==> src/rtl/serial_mux_adder_ctrl.sv <==
// Bit-serial adder sequencer. One operand bit pair per clock, LSB first,
// through an 8:1-mux full-adder cell; carry recirculates through a flop and
// the sum bits are collected in a right-shifting register.
module serial_mux_adder_ctrl #(
  parameter int WIDTH = 8,
  parameter int CNT_W = $clog2(WIDTH + 1)
) (
  input  logic             clk,
  input  logic             rst_n,
  input  logic             start,
  input  logic [WIDTH-1:0] a,
  input  logic [WIDTH-1:0] b,
  input  logic             cin,
  output logic             busy,
  output logic             done,
  output logic [WIDTH-1:0] sum,
  output logic             cout
);

  typedef enum logic [1:0] {
    IDLE = 2'd0,
    RUN  = 2'd1,
    DONE = 2'd2
  } state_t;

  // Full-adder truth tables, indexed by {a_bit, b_bit, carry}.
  localparam logic [7:0]       SUM_TBL   = 8'b1001_0110;
  localparam logic [7:0]       CARRY_TBL = 8'b1110_1000;
  localparam logic [CNT_W-1:0] LAST_BIT  = CNT_W'(WIDTH - 1);

  // 8:1 mux cell: the select picks one constant input of the table.
  function automatic logic mux8(input logic [7:0] tbl, input logic [2:0] sel);
    mux8 = tbl[sel];
  endfunction

  state_t             state_q,  state_d;
  logic [WIDTH-1:0]   a_sh_q,   a_sh_d;
  logic [WIDTH-1:0]   b_sh_q,   b_sh_d;
  logic [WIDTH-1:0]   sum_sh_q, sum_sh_d;
  logic               carry_q,  carry_d;
  logic [CNT_W-1:0]   cnt_q,    cnt_d;
  logic               busy_q,   busy_d;
  logic               done_q,   done_d;
  logic [WIDTH-1:0]   sum_q,    sum_d;
  logic               cout_q,   cout_d;

  logic [2:0]         sel;
  logic               sum_bit;
  logic               carry_bit;

  assign sel       = {a_sh_q[0], b_sh_q[0], carry_q};
  assign sum_bit   = mux8(SUM_TBL, sel);
  assign carry_bit = mux8(CARRY_TBL, sel);

  assign busy = busy_q;
  assign done = done_q;
  assign sum  = sum_q;
  assign cout = cout_q;

  // Next-state and registered-output computation for the sequencer.
  always_comb begin
    state_d  = state_q;
    a_sh_d   = a_sh_q;
    b_sh_d   = b_sh_q;
    sum_sh_d = sum_sh_q;
    carry_d  = carry_q;
    cnt_d    = cnt_q;
    busy_d   = busy_q;
    done_d   = 1'b0;
    sum_d    = sum_q;
    cout_d   = cout_q;
    case (state_q)
      IDLE: begin
        if (start) begin
          a_sh_d  = a;
          b_sh_d  = b;
          carry_d = cin;
          cnt_d   = '0;
          busy_d  = 1'b1;
          state_d = RUN;
        end
      end
      RUN: begin
        sum_sh_d = {sum_bit, sum_sh_q[WIDTH-1:1]};
        a_sh_d   = a_sh_q >> 1;
        b_sh_d   = b_sh_q >> 1;
        carry_d  = carry_bit;
        cnt_d    = cnt_q + CNT_W'(1);
        if (cnt_q == LAST_BIT) begin
          busy_d  = 1'b0;
          state_d = DONE;
        end
      end
      DONE: begin
        // Result is published on the edge leaving DONE, so done never
        // overlaps busy and a held start is taken on the following edge.
        sum_d   = sum_sh_q;
        cout_d  = carry_q;
        done_d  = 1'b1;
        state_d = IDLE;
      end
      default: state_d = IDLE;
    endcase
  end

  // State and datapath registers; reset aborts any operation immediately.
  always_ff @(posedge clk or negedge rst_n) begin
    if (!rst_n) begin
      state_q  <= IDLE;
      a_sh_q   <= '0;
      b_sh_q   <= '0;
      sum_sh_q <= '0;
      carry_q  <= 1'b0;
      cnt_q    <= '0;
      busy_q   <= 1'b0;
      done_q   <= 1'b0;
      sum_q    <= '0;
      cout_q   <= 1'b0;
    end else begin
      state_q  <= state_d;
      a_sh_q   <= a_sh_d;
      b_sh_q   <= b_sh_d;
      sum_sh_q <= sum_sh_d;
      carry_q  <= carry_d;
      cnt_q    <= cnt_d;
      busy_q   <= busy_d;
      done_q   <= done_d;
      sum_q    <= sum_d;
      cout_q   <= cout_d;
    end
  end

endmodule

==> config.mk <==
export PLATFORM = sky130hd
export DESIGN_NAME = serial_mux_adder_ctrl
export DESIGN_NICKNAME = d
export VERILOG_FILES = /design/src/rtl/serial_mux_adder_ctrl.sv
export SDC_FILE = /design/constraint.sdc
export NUM_CORES = 1
export LEC_CHECK = 0
export ABC_AREA = 1
export BUFFER_PORTS_ARGS = -buffer_cell sky130_fd_sc_hd__buf_2
export CAP_MARGIN = 20
export CORE_UTILIZATION = 55
export CTS_CLUSTER_DIAMETER = 50
export DETAILED_ROUTE_END_ITERATION = 16
export GPL_ROUTABILITY_DRIVEN = 0
export PLACE_DENSITY = 0.75
export SETUP_SLACK_MARGIN = 0.05
export SLEW_MARGIN = 20
export SYNTH_ARGS = -nofsm -noshare
export SYNTH_HDL_FRONTEND = slang
export SYNTH_SLANG_ARGS = --single-unit
==> constraint.sdc <==
create_clock -name clk -period 1.9 [get_ports clk]
set_clock_uncertainty 0.2 [all_clocks]
set_input_delay 0 -clock clk [delete_from_list [all_inputs] [get_ports clk]]
set_output_delay 0 -clock clk [all_outputs]
set_load 0.05 [all_outputs]
Word-level counts from Yosys, hierarchy flattened
Memories as Yosys holds them, arrays and structs flattened. A register that Yosys moved wholly into a read port is not among the register bits.
Cells that the tools add are included.
{ "classes": {"add_sub_neg": 1, "n_eq_ne": 5, "n_reduce_logical": 6, "mux": 17, "order_cmp": 1} }
{ "ops": {"columns": ["cell", "n"], "rows": [
  ["$pmux W8 S2", 2],
  ["$mux W8", 2],
  ["$pmux W4 S2", 1],
  ["$mux W1", 6],
  ["$add A4 B1 Y4 const B", 1],
  ["$eq A4 B3 Y1 const B", 1],
  ["$lt A3 B4 Y1 const B", 1],
  ["$mux W2", 2],
  ["$mux W4", 1],
  ["$ne A2 B2 Y1 const B", 2],
  ["$pmux W1 S2", 2],
  ["$pmux W2 S2", 1],
  ["$reduce_and A2 Y1", 2],
  ["$reduce_and A3 Y1", 1],
  ["$eq A2 B1 Y1 const B", 1],
  ["$eq A2 B2 Y1 const B", 1],
  ["$logic_not A2 Y1", 1],
  ["$reduce_bool A2 Y1", 1],
  ["$logic_not A1 Y1", 1]
]} }
{ "totals": {"romBits": 16, "in_bits": 20, "register_bits": 42, "out_inout_bits": 11, "word_cells": 42, "n_memories": 2} }
{ "mem_list": {"columns": ["name", "depth", "width", "read_ports", "rd_clocked_by_memory_dff", "wr", "line", "rtl"], "rows": [
  ["(no name shown)", 8, 1, 1, 0, 0, "33", "mux8 = tbl[sel];"],
  ["(no name shown)", 8, 1, 1, 1, 0, "33", null]
]} }

Logic depth before layout (Yosys ltp)
{ "depth": {"ltp_word": 3, "ltp_mapped": 7, "depth_no_buf": 7} }

Worst setup path before layout
No wires, ideal clock.
{ "synth_path": {"kind": "register to register", "start": "register state_q[1]", "end": "register b_sh_q[1]", "required_time_ps": 1574, "stages_incl_launch_ff": 8, "arrival_ps": 931, "period_less_slack_ps": 1257, "path_buffers": 1, "setup_ps": 126, "slack_ps": 643, "cell_sequence": "dfrtp_1 inv_2 nand2_4 buf_6 nand2_1 nand2_1 nand2_1 o21ai_0"} }
{ "synth_between": {"elab_chain_len": 3, "word_cells_on_any_way": 6, "classes_between": "eq/ne (2); mux (1); reduce/logical (3)"} }
{ "synth_lines": {"columns": ["element", "line", "rtl"], "rows": [
  ["start, declared", "36", "state_t state_q, state_d;"],
  ["start signal, assigned", "120", "state_q <= state_d;"],
  ["$eq A2 B1 Y1 or $logic_not A2 Y1 (tied branches)", "72", "case (state_q)"],
  ["$reduce_bool A2 Y1 (no source line) or $ne A2 B2 Y1 (tied branches)", null, null],
  ["$reduce_and A2 Y1 (no source line)", null, null],
  ["end signal, assigned", "122", "b_sh_q <= b_sh_d;"],
  ["end, declared", "38", "logic [WIDTH-1:0] b_sh_q, b_sh_d;"]
]} }
Several ways; a longest one is shown, not always the timed one.
A chain may end at the register's enable or synchronous reset.

Final worst setup path
{ "layout_path": {"start": "register state_q[0]", "end": "register b_sh_q[5]"} }
The elaborated chain is that of the path after synthesis.

==> impl_metrics.py <==
metrics = {
    "outcome": {
        "outcome": "completed",
    },
    "setup_path": {
        "worstSetupStartpoint": "state_q[0]",
        "timing_worst_setup_path_type": "flip-flop to flip-flop",
        "timing.critical_path.arrival_ns": 1.60,
        "startpoint_type": "flip-flop",
        "critPathCaptureType": "flip-flop",
        "worstReg2RegStart": "state_q[0]",
        "worst-endpoint-required_ns": 1.99,
        "crit_path_max_fanout": 12,
    },
    "clocking": {
        "tritoncts": "built",
        "clk_path_buf_depth": 2,
        "insertion_delay_ns": 0.36,
        "cts_inserted_buffers": 5,
        "number_of_buffers_added_for_setup_after_cts": 0,
        "numClockSinks": 42,
        "cts_repair_resize_count": 0,
        "cts_htree_levels": 2,
        "clock_slew_seen_by_the_registers_of_the_worst_setup_and_hold_paths_ns": 0.12,
        "clockRootBuffer": "sky130_fd_sc_hd__clkbuf_4",
        "cts-hold-fix-buffers": 19,
    },
    "sta": {
        "layout_min_cycle_time_ns": 1.51,
        "worst-slew-pin-transition_ns": 0.528,
        "relSlewSlack": 0.648,
        "timing.setup.tns_ns": 0,
        "slew_violations": 0,
        "finalHoldViolations": 0,
        "timing.final.setup_violations": 0,
        "maxClockFrequency_mhz": 662,
        "layout_worst_path_cycle_share": 0.795,
        "rsz0062_at_grt": "no",
    },
    "die": {
        "io-pin-count": 31,
        "die-area_um2": 3700,
        "fp.dieW_um": 60.9,
        "floorplan.core_area_um2": 3340,
        "fp-row-count": 21,
        "floorplan.initialDensity": 0.571,
        "fp.dieH_um": 60.9,
    },
    "grt": {
        "track_usage": 0.217,
        "via_count_of_the_first_global_routing_pass": 1347,
        "globalRouteOverflowTotal": 0,
        "antenna_found_initial": 0,
        "largest_net_degree_at_the_start_of_global_routing": 43,
        "grt_pass1_wl_mm": 5.76,
    },
    "yosys": {
        "synth_area_um2": 1910,
        "number_of_instances_in_the_synthesized_netlist": 221,
        "ys_warn_count": 0,
        "post_synth.cell_area_avg_um2": 8.62,
        "ys_seq_elements": 42,
        "syn_nets": 244,
        "yosysSeqAreaShare": 0.552,
        "yosys.cell_types.count": 21,
    },
    "final_layout": {
        "final_cell_count_no_fill": 318,
        "design.final.nets": 294,
        "finalCoreUtilization": 0.694,
        "final_layout_size_suffix_gt1_frac": 0.188,
        "num_antenna_cells": 0,
        "area_delta_synth_final_pct": 21.5,
    },
    "drt": {
        "detailedRoute.firstIterationViolations": 72,
        "drt_pre_antenna_iters": 4,
        "wl_per_cell_um": 10.8,
        "post_drt_via_cell_ratio": 4.69,
        "drtAntennaViolNets": 0,
        "detail_route.drc_violations": 0,
        "finalWirelength_mm": 3.43,
        "via_count": 1490,
    },
    "run": {
        "max_cap_viol_count": 0,
    },
    "power": {
        "power-per-cell-area_nw_per_um2": 1620,
        "worst_ir_drop_vdd_v": 0.000683,
        "leakage_power_uw": 0.00120,
        "total_power_uw": 3750,
    },
    "place": {
        "dpl.hpwl_mm": 2.06,
        "placed_cells": 291,
        "io_buffer_count": 30,
    },
    "hold_path": {
        "timing.hold.worst.class": "input port to async pin",
    },
}
## path summary, 6_finish.rpt
path | endpoint | slack [ns] | cells past startpoint
max in group asynchronous | state_q[1] | 1.11 | 3
worst min register to register | sum[0] | 0.29 | 2
min in group clk | b_sh_q[7] | 0.22 | 4
worst max-delay path | b_sh_q[5] | 0.39 | 6
worst min-delay path | a_sh_q[3] | 0.02 | 3
worst max register to register | b_sh_q[5] | 0.39 | 6
## power by group
part | leakage (µW) | internal (µW) | total, µW | switching (µW)
clock | 0.0000385 | 278 | 569 | 291
sequential | 0.000522 | 1290 | 1510 | 223
combinational | 0.000644 | 520 | 1670 | 1150
total | 0.00120 | 2090 | 3750 | 1670
## per-layer routing
metal,share of wire,track usage,up-vias
met3,0.034,0.0704,5
met2,0.46,0.322,27
met4,0.014,0.0877,0
met1,0.49,0.295,673
met5,0,0,-
li1,-,-,785
## worst max-delay path: stages (launching register included)
cell                      delay, ns
sky130_fd_sc_hd__dfrtp_1       0.49
sky130_fd_sc_hd__inv_2         0.09
sky130_fd_sc_hd__nor2_2        0.37
sky130_fd_sc_hd__nand2_1       0.11
sky130_fd_sc_hd__nand2_1       0.08
sky130_fd_sc_hd__nand2_1       0.06
sky130_fd_sc_hd__o21ai_2       0.06
## synthesized netlist by cell type, drive strengths merged
cell | instances | area share
nor3 | 1 | 0.0053
nand2 | 88 | 0.18
inv | 22 | 0.043
o21ai | 35 | 0.098
a21oi | 4 | 0.011
buf | 9 | 0.047
nand3 | 5 | 0.013
xnor2 | 1 | 0.0046
ha | 3 | 0.020
nor2 | 11 | 0.028
dfrtp | 42 | 0.55
## flip-flops by register name (all words and copies together) (netlist names)
register	cells
b_sh_q	8
done	1
carry_q	1
cout	1
a_sh_q	8
sum_sh_q	8
state_q	2
busy	1
sum	8
cnt_q	4
## layout by cell type (no fill, tap or decap), types with 2 or more instances in the layout
cell type                       synthesis  routed
sky130_fd_sc_hd__nor2_1                 8       8
sky130_fd_sc_hd__o21ai_2                3       3
sky130_fd_sc_hd__o21ai_0               27      27
sky130_fd_sc_hd__dlygate4sd3_1          0      19
sky130_fd_sc_hd__ha_1                   3       3
sky130_fd_sc_hd__dfrtp_1               42      42
sky130_fd_sc_hd__nand3_1                5       5
sky130_fd_sc_hd__a21oi_1                4       4
sky130_fd_sc_hd__buf_2                  2      30
sky130_fd_sc_hd__o21ai_1                5       5
sky130_fd_sc_hd__clkbuf_4               0       5
sky130_fd_sc_hd__nor2_2                 2       2
sky130_fd_sc_hd__buf_4                  2       3
sky130_fd_sc_hd__nand2_1               86      86
sky130_fd_sc_hd__inv_1                 20      20
sky130_fd_sc_hd__inv_2                  2       2
## stage by stage
step / area, µm² / setup WS (ns) / hold slack, ns
detailed placement: 2050 / 0.420 / -0.103
global placement: 2050 / 0.413 / -0.0997
finish: 2310 / 0.389 / 0.0235
floorplan: 1910 / 0.643 / -0.496
global route: 2310 / 0.175 / 0.0961
CTS: 2310 / 0.380 / 0.0302
## cell families (layout without fill, tap and decap cells)
family / after synthesis / in the layout / synth area share
flops: 42 / 42 / 0.552
xor+xnor: 1 / 1 / 0.00460
fa+ha+maj: 3 / 3 / 0.0197
compound gates: 39 / 39 / 0.108
simple gates: 105 / 105 / 0.225
buf+inv: 31 / 82 / 0.0906
## final cells by class
cell class / instances / area (µm²)
inverter: 22 / 82.6
fill: 289 / 1020
timing repair buffer: 52 / 363
tap: 46 / 57.6
clock buffer: 6 / 41.3
multi-input combinational: 148 / 682
clock inverter: 2 / 37.5
sequential: 42 / 1050
No activity file was read; power rests on OpenSTA's default activity.
